## src/rtl/lzc_pkg.sv

```systemverilog
// Shared types and helpers for the sequential leading-zero counter.
// Holds the FSM state encoding, the count-width helper and the
// DATA_W/SEG_W legality check used at elaboration time.
package lzc_pkg;

   typedef enum logic [1:0] {
      IDLE = 2'd0,
      SCAN = 2'd1,
      DONE = 2'd2
   } state_t;

   // Width needed to hold a zero count of 0..width inclusive.
   function automatic int cnt_w(input int width);
      return $clog2(width) + 1;
   endfunction

   // Segment must tile the word exactly and be a power of two >= 2.
   function automatic bit seg_w_legal(input int data_w, input int seg_w);
      return (seg_w >= 2) && ((seg_w & (seg_w - 1)) == 0) &&
             ((data_w % seg_w) == 0);
   endfunction

endpackage

```

## src/rtl/lzc_seg.sv

```systemverilog
// Combinational leading-zero count of one SEG_W-bit segment.
// Z holds the zero count above the highest set bit; it is only meaningful
// when n_V is high (n_V is low exactly when A is all zeros).
module lzc_seg #(
   parameter int SEG_W = 16,
   localparam int Z_W  = $clog2(SEG_W)
) (
   input  logic [SEG_W-1:0] A,
   output logic [Z_W-1:0]   Z,
   output logic             n_V
);

   // Scan from the LSB upwards so the highest set bit is assigned last.
   always_comb begin
      Z   = '0;
      n_V = |A;
      for (int i = 0; i < SEG_W; i++) begin
         if (A[i]) begin
            Z = Z_W'(SEG_W - 1 - i);
         end
      end
   end

endmodule

```

## src/rtl/lzc_seq_ctrl.sv

```systemverilog
// Multi-cycle leading-zero counter and normalizer.
// One SEG_W-bit LZC segment is time-shared across the word, MSB slice
// first, accumulating the zero count. The result is the count, an
// all-zero flag and the word shifted left by the count.
// Build option: LZC_SEQ_EARLY_EXIT_EN ends the scan in the cycle the first
// non-zero segment is found; otherwise the scan always takes NSEG cycles.
// Handshake: a transfer happens on a rising clk edge where valid && ready
// are both high; valid is never withdrawn before that edge, and the
// payload is held stable while valid is high and ready is low.
module lzc_seq_ctrl
   import lzc_pkg::*;
#(
   parameter int DATA_W = 64,
   parameter int SEG_W  = 16,
   localparam int CNT_W = cnt_w(DATA_W)
) (
   input  logic              clk,
   input  logic              rst_n,
   input  logic              in_valid,
   output logic              in_ready,
   input  logic [DATA_W-1:0] in_data,
   output logic              out_valid,
   input  logic              out_ready,
   output logic [CNT_W-1:0]  out_count,
   output logic              out_zero,
   output logic [DATA_W-1:0] out_norm
);

   localparam int NSEG  = DATA_W / SEG_W;
   localparam int IDX_W = (NSEG > 1) ? $clog2(NSEG) : 1;
   localparam int Z_W   = $clog2(SEG_W);

   generate
      if (!seg_w_legal(DATA_W, SEG_W)) begin : g_bad_cfg
         $error("lzc_seq_ctrl: DATA_W must be a multiple of SEG_W, SEG_W a power of 2 >= 2");
      end
   endgenerate

   state_t             state, state_next;
   logic [DATA_W-1:0]  w_q, d_q, norm_q;
   logic [CNT_W-1:0]   acc_q, acc_next;
   logic [IDX_W-1:0]   idx_q;
   logic               found_q, found_next;
   logic [SEG_W-1:0]   seg;
   logic [Z_W-1:0]     seg_z;
   logic               seg_nz;
   logic               last_seg;
   logic               scan_exit;

   assign seg = w_q[DATA_W-1 -: SEG_W];

   lzc_seg #(.SEG_W(SEG_W)) u_seg (
      .A   (seg),
      .Z   (seg_z),
      .n_V (seg_nz)
   );

   // Accumulate only until the first non-zero segment; later slices are ignored.
   always_comb begin
      acc_next   = acc_q;
      found_next = found_q;
      if (!found_q) begin
         if (seg_nz) begin
            acc_next   = acc_q + CNT_W'(seg_z);
            found_next = 1'b1;
         end else begin
            acc_next = acc_q + CNT_W'(SEG_W);
         end
      end
   end

   assign last_seg = (idx_q == IDX_W'(NSEG - 1));

`ifdef LZC_SEQ_EARLY_EXIT_EN
   assign scan_exit = last_seg || found_next;
`else
   assign scan_exit = last_seg;
`endif

   // FSM state register.
   always_ff @(posedge clk or negedge rst_n) begin
      if (!rst_n) begin
         state <= IDLE;
      end else begin
         state <= state_next;
      end
   end

   // FSM next-state logic.
   always_comb begin
      state_next = state;
      case (state)
         IDLE:    if (in_valid)  state_next = SCAN;
         SCAN:    if (scan_exit) state_next = DONE;
         DONE:    if (out_ready) state_next = IDLE;
         default: state_next = IDLE;
      endcase
   end

   // Datapath: capture on accept, shift/accumulate while scanning,
   // register the normalized word on the final scan edge.
   always_ff @(posedge clk or negedge rst_n) begin
      if (!rst_n) begin
         w_q     <= '0;
         d_q     <= '0;
         norm_q  <= '0;
         acc_q   <= '0;
         idx_q   <= '0;
         found_q <= 1'b0;
      end else begin
         case (state)
            IDLE: begin
               if (in_valid) begin
                  w_q     <= in_data;
                  d_q     <= in_data;
                  acc_q   <= '0;
                  idx_q   <= '0;
                  found_q <= 1'b0;
               end
            end
            SCAN: begin
               w_q     <= w_q << SEG_W;
               idx_q   <= idx_q + 1'b1;
               acc_q   <= acc_next;
               found_q <= found_next;
               if (scan_exit) begin
                  norm_q <= found_next ? (d_q << acc_next) : '0;
               end
            end
            default: ;
         endcase
      end
   end

   assign in_ready  = (state == IDLE);
   assign out_valid = (state == DONE);
   assign out_count = acc_q;
   assign out_zero  = (state == DONE) && !found_q;
   assign out_norm  = norm_q;

endmodule

```

## config.mk

```make
export PLATFORM = sky130hd
export DESIGN_NAME = lzc_seq_ctrl
export DESIGN_NICKNAME = d
export VERILOG_FILES = /design/src/rtl/lzc_pkg.sv /design/src/rtl/lzc_seg.sv /design/src/rtl/lzc_seq_ctrl.sv
export SDC_FILE = /design/constraint.sdc
export NUM_CORES = 1
export LEC_CHECK = 0
export CAP_MARGIN = 20
export CELL_PAD_IN_SITES_DETAIL_PLACEMENT = 1
export CELL_PAD_IN_SITES_GLOBAL_PLACEMENT = 1
export CORE_ASPECT_RATIO = 0.75
export CORE_MARGIN = 10
export CORE_UTILIZATION = 48
export CTS_CLUSTER_SIZE = 10
export DETAILED_ROUTE_END_ITERATION = 7
export PLACE_DENSITY = 0.95
export SLEW_MARGIN = 15
export SYNTH_ARGS = -nofsm -noshare
export SYNTH_HDL_FRONTEND = slang
export SYNTH_HIERARCHICAL = 1
export SYNTH_SLANG_ARGS = --single-unit
```

## constraint.sdc

```tcl
create_clock -name clk -period 9.6 [get_ports clk]
set_input_delay 1.44 -clock clk [delete_from_list [all_inputs] [get_ports clk]]
set_output_delay 1.44 -clock clk [all_outputs]
set_load 0.1 [all_outputs]
```

After elaboration in Yosys (flattened, before gate mapping)
Cells that the tools add are included.
- flip-flop bits (word level): 204
- latch bits: 0
- memory bits (writable): 0
- ROM bits: 0
- output and inout port bits: 74
- logic and storage cells: 59
- memories: 0
- $add $sub $neg: 3
- multipliers: 0
- div/mod/pow operators: 0
- magnitude comparators: 0
- equality and inequality tests: 6
- shift operators: 1
- multiplexer cells: 33
- bitwise gates (word level): 0
- reduce and logical (&&, ||, !) cells: 9
- operators by type and width (kind ; count):
    64-bit two-way mux ; 2
    64-bit one-hot mux with 2 select lines ; 1
    4-bit two-way mux ; 16
    64-bit by 7-bit left shift with 64-bit output ; 1
    7-bit two-way mux ; 3
    16-bit OR reduction ; 1
    7-bit one-hot mux with 2 select lines ; 1
    2-bit two-way mux ; 4
    7-bit by 4-bit adder with 7-bit output ; 1
    7-bit by 5-bit adder with 7-bit output (second input constant) ; 1
    2-bit one-hot mux with 3 select lines ; 1
    2-bit AND reduction ; 3
    2-bit equality test (second input constant) ; 2
    2-bit inequality test (second input constant) ; 2
    2-bit one-hot mux with 2 select lines ; 1
    1-bit two-way mux ; 3
    3-bit AND reduction ; 1
    2-bit by 1-bit adder with 2-bit output (second input constant) ; 1
    2-bit by 1-bit equality test with 1-bit output (second input constant) ; 1
    2-bit zero test ; 1
    2-bit by 1-bit inequality test with 1-bit output (second input constant) ; 1
    1-bit one-hot mux with 2 select lines ; 1
    2-bit nonzero test ; 1
    1-bit logical AND ; 1
    1-bit zero test ; 1

Depth between registers and ports, before layout
- depth after elaboration: 21
- depth in mapped cells: 17

Cells and area by module
The synthesis kept the hierarchy.
- modules (own cells, without submodules) (module ; times used ; cells an instance ; area each (µm²) ; seq. area each (µm²)):
    lzc_seq_ctrl ; 1 ; 1147 ; 11711.2 ; 5104.9
    lzc_seg ; 1 ; 34 ; 176.4 ; 0.0

Least setup slack after synthesis
No wires, ideal clock.
- path kind: register to register
- from: register acc_q[0], in the netlist out_count[0]
- to: register norm_q[48], in the netlist out_norm[48]
- setup time: 124 ps
- data arrival time: 3404 ps
- data required time: 9476 ps
- slack: 6072 ps
- cell stages (with the launch flop): 13
- buffers on the path: 2
- clock period less this slack: 3528 ps
- path through: dfrtp_1 -> ha_1 -> fa_1 -> xor2_1 -> mux2_4 -> buf_6 -> buf_6 -> mux2i_1 -> a22oi_1 -> a21oi_1 -> nor2_1 -> mux2_2 -> a211o_1
- cells in the longest elaborated chain, start to end: 5
- elaborated cells between the ends (all ways): 6
- ends and longest elaborated chain (element ; line ; RTL):
    from (decl) ; lzc_seq_ctrl.sv:41 ; logic [CNT_W-1:0] acc_q, acc_next;
    from (signal assigned) ; lzc_seq_ctrl.sv:124 ; acc_q <= acc_next;
    7-bit by 5-bit adder with 7-bit output / 7-bit by 4-bit adder with 7-bit output (equally long branches) ; lzc_seq_ctrl.sv:67, lzc_seq_ctrl.sv:64 ;
    7-bit two-way mux ; lzc_seq_ctrl.sv:63 ; if (seg_nz) begin
    7-bit two-way mux (*) ; lzc_seq_ctrl.sv:62 ; if (!found_q) begin
    64-bit by 7-bit left shift with 64-bit output (*) ; lzc_seq_ctrl.sv:127 ; norm_q <= found_next ? (d_q << acc_next) : '0;
    64-bit two-way mux (*) ; lzc_seq_ctrl.sv:127 ;
    to (signal assigned) ; lzc_seq_ctrl.sv:127 ;
    to (decl) ; lzc_seq_ctrl.sv:40 ; logic [DATA_W-1:0] w_q, d_q, norm_q;
Every way passes the cells marked *; elsewhere a longest branch is shown, timed or not.
A chain may end at the register's enable or synchronous reset.

Worst setup path in the final report
- from: register w_q[59]
- to: register norm_q[56], in the netlist out_norm[56]
- elaborated cells between the ends (all ways): 13
- RTL lines (element ; line ; RTL):
    from (decl) ; lzc_seq_ctrl.sv:40 ;
    from (signal assigned) ; lzc_seq_ctrl.sv:114 ; w_q <= in_data;
    from (signal assigned) ; lzc_seq_ctrl.sv:122 ; w_q <= w_q << SEG_W;
    16-bit OR reduction (*) ; lzc_seg.sv:16 ; n_V = |A;
    net seg_nz ; lzc_seq_ctrl.sv:46 ; logic seg_nz;
    7-bit two-way mux ; lzc_seq_ctrl.sv:63 ;
    7-bit two-way mux ; lzc_seq_ctrl.sv:62 ;
    64-bit by 7-bit left shift with 64-bit output ; lzc_seq_ctrl.sv:127 ;
    64-bit two-way mux (*) ; lzc_seq_ctrl.sv:127 ;
The timed path passes the listed nets; every way through them passes the cells marked *.

==> metrics <==
result of the run=finished clean; register bit count reported by yosys=slightly above 200; floorplan row count=49; CTS root buffer=clkbuf_16; Worst Setup Path Type=reg -> reg; Worst setup EP type=flop; accumulated negative setup slack=0 ps; Max Freq=approximately 210 MHz; Iter 0 DRT Violations=1280; clk buf depth=3; core utilization of the finished layout=roughly three fifths; Die Width=approximately 200 µm; vertical die dimension=about 160 µm; peak fanout along the critical path=slightly above 40; cell area after synthesis=roughly 12000 µm²; maximum level of the CTS H-tree=1; dominant combinational cell family by area after synthesis=multiplexers; unrepaired setup endpoints after global routing=no; number of hold-slack violations in the final timing report=0; total I/O pin count=142; peak per-stage delay on the critical path=~780 ps; slew at the pin with the worst max-slew slack=1132 ps; GR Util All Layers=approximately 28%; clock tree from TritonCTS=built; number of cells in the finished layout apart from fillers=~1600; number of unique standard cell types used by synthesis=between 60 and 70; share of synthesized area occupied by flip-flops and latches=a little over two fifths; Hold Crit Class=reg -> reg; Slew Limit Headroom=between 20 and 25%; detail-routed via count per cell=between 6 and 7; net count of the mapped netlist=between 1000 and 1500; slowest cell on the critical path=nor2_1; hold bufs inserted after CTS=0; adder and majority cell fraction of the synthesized area=less than 1%; worst setup path end=out_norm[56]; number of setup buffers added after CTS=0; compound-cell area share of the yosys netlist=about 18%; final setup violation count=0; area added between synthesis and finish=18.73%; CP cell instances=nor4_2 -> nand3_1 -> or3_1 -> nand2b_1 -> mux2_2 -> buf_4 -> nor2_1 -> a32oi_1 -> a31oi_1 -> nand2_1 -> o21ai_0 -> a22oi_1; xor/xnor share of the synthesized area=0.1474%; r2r setup slk=4780 ps; routed wire length per instance=28.11 µm; Total Die Area=roughly 32000 µm²; via count of the first global-routing pass=between 10000 and 15000; worst flop-to-flop path endpoint=out_norm[56]; detailed-route wire length=~45 mm; Buffers on Ports=between 100 and 150; launch instance of the worst register-to-register path=w_q[59]; count of antenna diodes in the layout=0; Warnings, synthesis=6; CP Data Arrival Time=about 5200 ps; path length in cells of the critical path=12; portion of the clock cycle consumed by the worst path in the final layout=about 50%; starting density of the core=about half; global route overflow=0; count of nets left with antenna violations after detail routing=0; area of the core region=roughly 24000 µm²; total half-perimeter wirelength after legalization and detailed placement=32.24 mm; Final Max Tran Viols=0; antenna violations before repair=0; post-route DRC violation count=0; Worst Setup SP=w_q[59]; drt first pass iters=6; number of cells traversed by the worst register-to-register path=12; startpoint kind of the worst setup timing path=flop; Clock Pin Slew Worst Setup and Hold Paths=60 ps; cell type group with the largest total delay on the critical path=simple AND/OR/NAND/NOR gates; simple logic cell fraction of the synthesized area=approximately 11%; Num CTS Buffers=24; number of gates resized after cts=0; maximum number of pins on one net before global-route repair=between 100 and 150; average footprint of a synthesized cell=10.07 µm²; Syn Inst Count=between 1000 and 1500; total clock sinks=204; wire length of the first global-routing pass=slightly below 70 mm; fraction of final layout cells with drive strength greater than 1=about 11%; share of async-settable or async-resettable flops after synthesis=100.0%; global placer's final weighted congestion=0.9739; number of flops mapped to enable cells by yosys=0; number of cells after detailed placement=about 1600; primary flip-flop cell chosen by synthesis mapping=dfrtp_1; number of buffers and inverters on the critical path=1; clock network latency to the later pin of the worst-skew pair=roughly 530 ps; Worst EP required=around 10000 ps; fraction of synthesized area in multiplexers=a little under a quarter; final clock skew=between 15 and 20 ps; Min Clock Period, post-route=4820 ps; maximum capacitance violations=0; total vias in the final route=approximately 11000; Total Nets Final=around 1400
[worst reg2reg max path, stage by stage (launching register included)]
cell and delay (ps):
dfrtp_1 430, nor4_2 320, nand3_1 130, or3_1 530, nand2b_1 390, mux2_2 390
buf_4 310, nor2_1 820, a32oi_1 200, a31oi_1 630, nand2_1 160, o21ai_0 220
a22oi_1 140
[worst min path at each step]
stage,startpoint,endpoint,slack [ps],cells after the start
global route,w_q[37],w_q[37],510,2
CTS,w_q[37],w_q[37],480,2
detailed placement,w_q[37],w_q[37],470,2
global placement,w_q[16],w_q[16],450,2
floorplan,w_q[16],w_q[16],440,2
finish,w_q[37],w_q[37],490,2
[cell families after synthesis]
| kind of cell | after synthesis |
|---|---|
| simple gates | 320 |
| compound gates | 292 |
| mux | 259 |
| flops | 204 |
| buf+inv | 96 |
| fa+ha+maj | 8 |
| xor+xnor | 2 |
[sequential cells by signal (all words and copies together) (netlist names)]
register,count
d_q,64
found_q,1
out_count,7
w_q,64
idx_q,2
out_norm,64
state,2
[placed cells by master (no fill, tap or decap), types with 16 or more instances in the layout]
cell / netlist / routed
clkdlybuf4s50_1: 0 / 140
a21oi_1: 41 / 41
dfrtp_1: 204 / 204
mux2i_1: 179 / 178
mux2_2: 78 / 78
buf_4: 3 / 16
nand3_1: 27 / 27
nand2_1: 211 / 210
a22oi_1: 91 / 91
o21ai_0: 34 / 34
clkbuf_16: 0 / 25
a22o_1: 31 / 31
nor2_1: 42 / 41
[metrics by stage]
stage / setup WS [ps] / hold WS, ps / cell area [µm²]
final: 4780 / 485.2 / 14110
after global routing: 4612 / 513.5 / 14110
after CTS: 4968 / 482.5 / 14090
after detailed placement: 4997 / 470.2 / 13430
after global placement: 5197 / 450.2 / 13430
after floorplan: 6072 / 439.6 / 11890
[cell type report]
class | instances | area (µm²)
Multi-Input combinational cell | 881 | 6354
Fill cell | 2647 | 10040
Inverter | 7 | 26.28
Sequential cell | 204 | 5105
Timing Repair Buffer | 158 | 1555
Clock buffer | 29 | 660.6
Tap cell | 331 | 414.1
[synth_stat cells, types with 8 or more instances]
library cell	number	area (µm²)
nor2_1	42	157.7
o21ai_0	34	170.2
a221o_1	9	90.09
a221oi_1	9	78.83
nor3_1	10	50.05
mux2_2	78	878.3
a21oi_1	41	205.2
mux2i_1	179	1792
a31oi_1	9	56.30
nand3_1	27	135.1
clkbuf_1	45	168.9
buf_2	25	125.1
dfrtp_1	204	5105
nand2_1	211	792.0
o22ai_1	10	62.56
a22o_1	31	271.5
a22oi_1	91	683.2
a211o_1	8	70.07
[metal layers]
| layer | share of wire (%) | GRT usage [%] | up-vias |
|---|---|---|---|
| met4 | 2.0 | 6.176 | 0 |
| met3 | 9.2 | 6.870 | 87 |
| met1 | 41 | 36.19 | 5444 |
| li1 | - | - | 4554 |
| met5 | 0 | 0 | - |
| met2 | 48 | 46.03 | 559 |
Power is not shown: default switching activity piles up to over one toggle a cycle in this logic, so the estimate is an artifact.
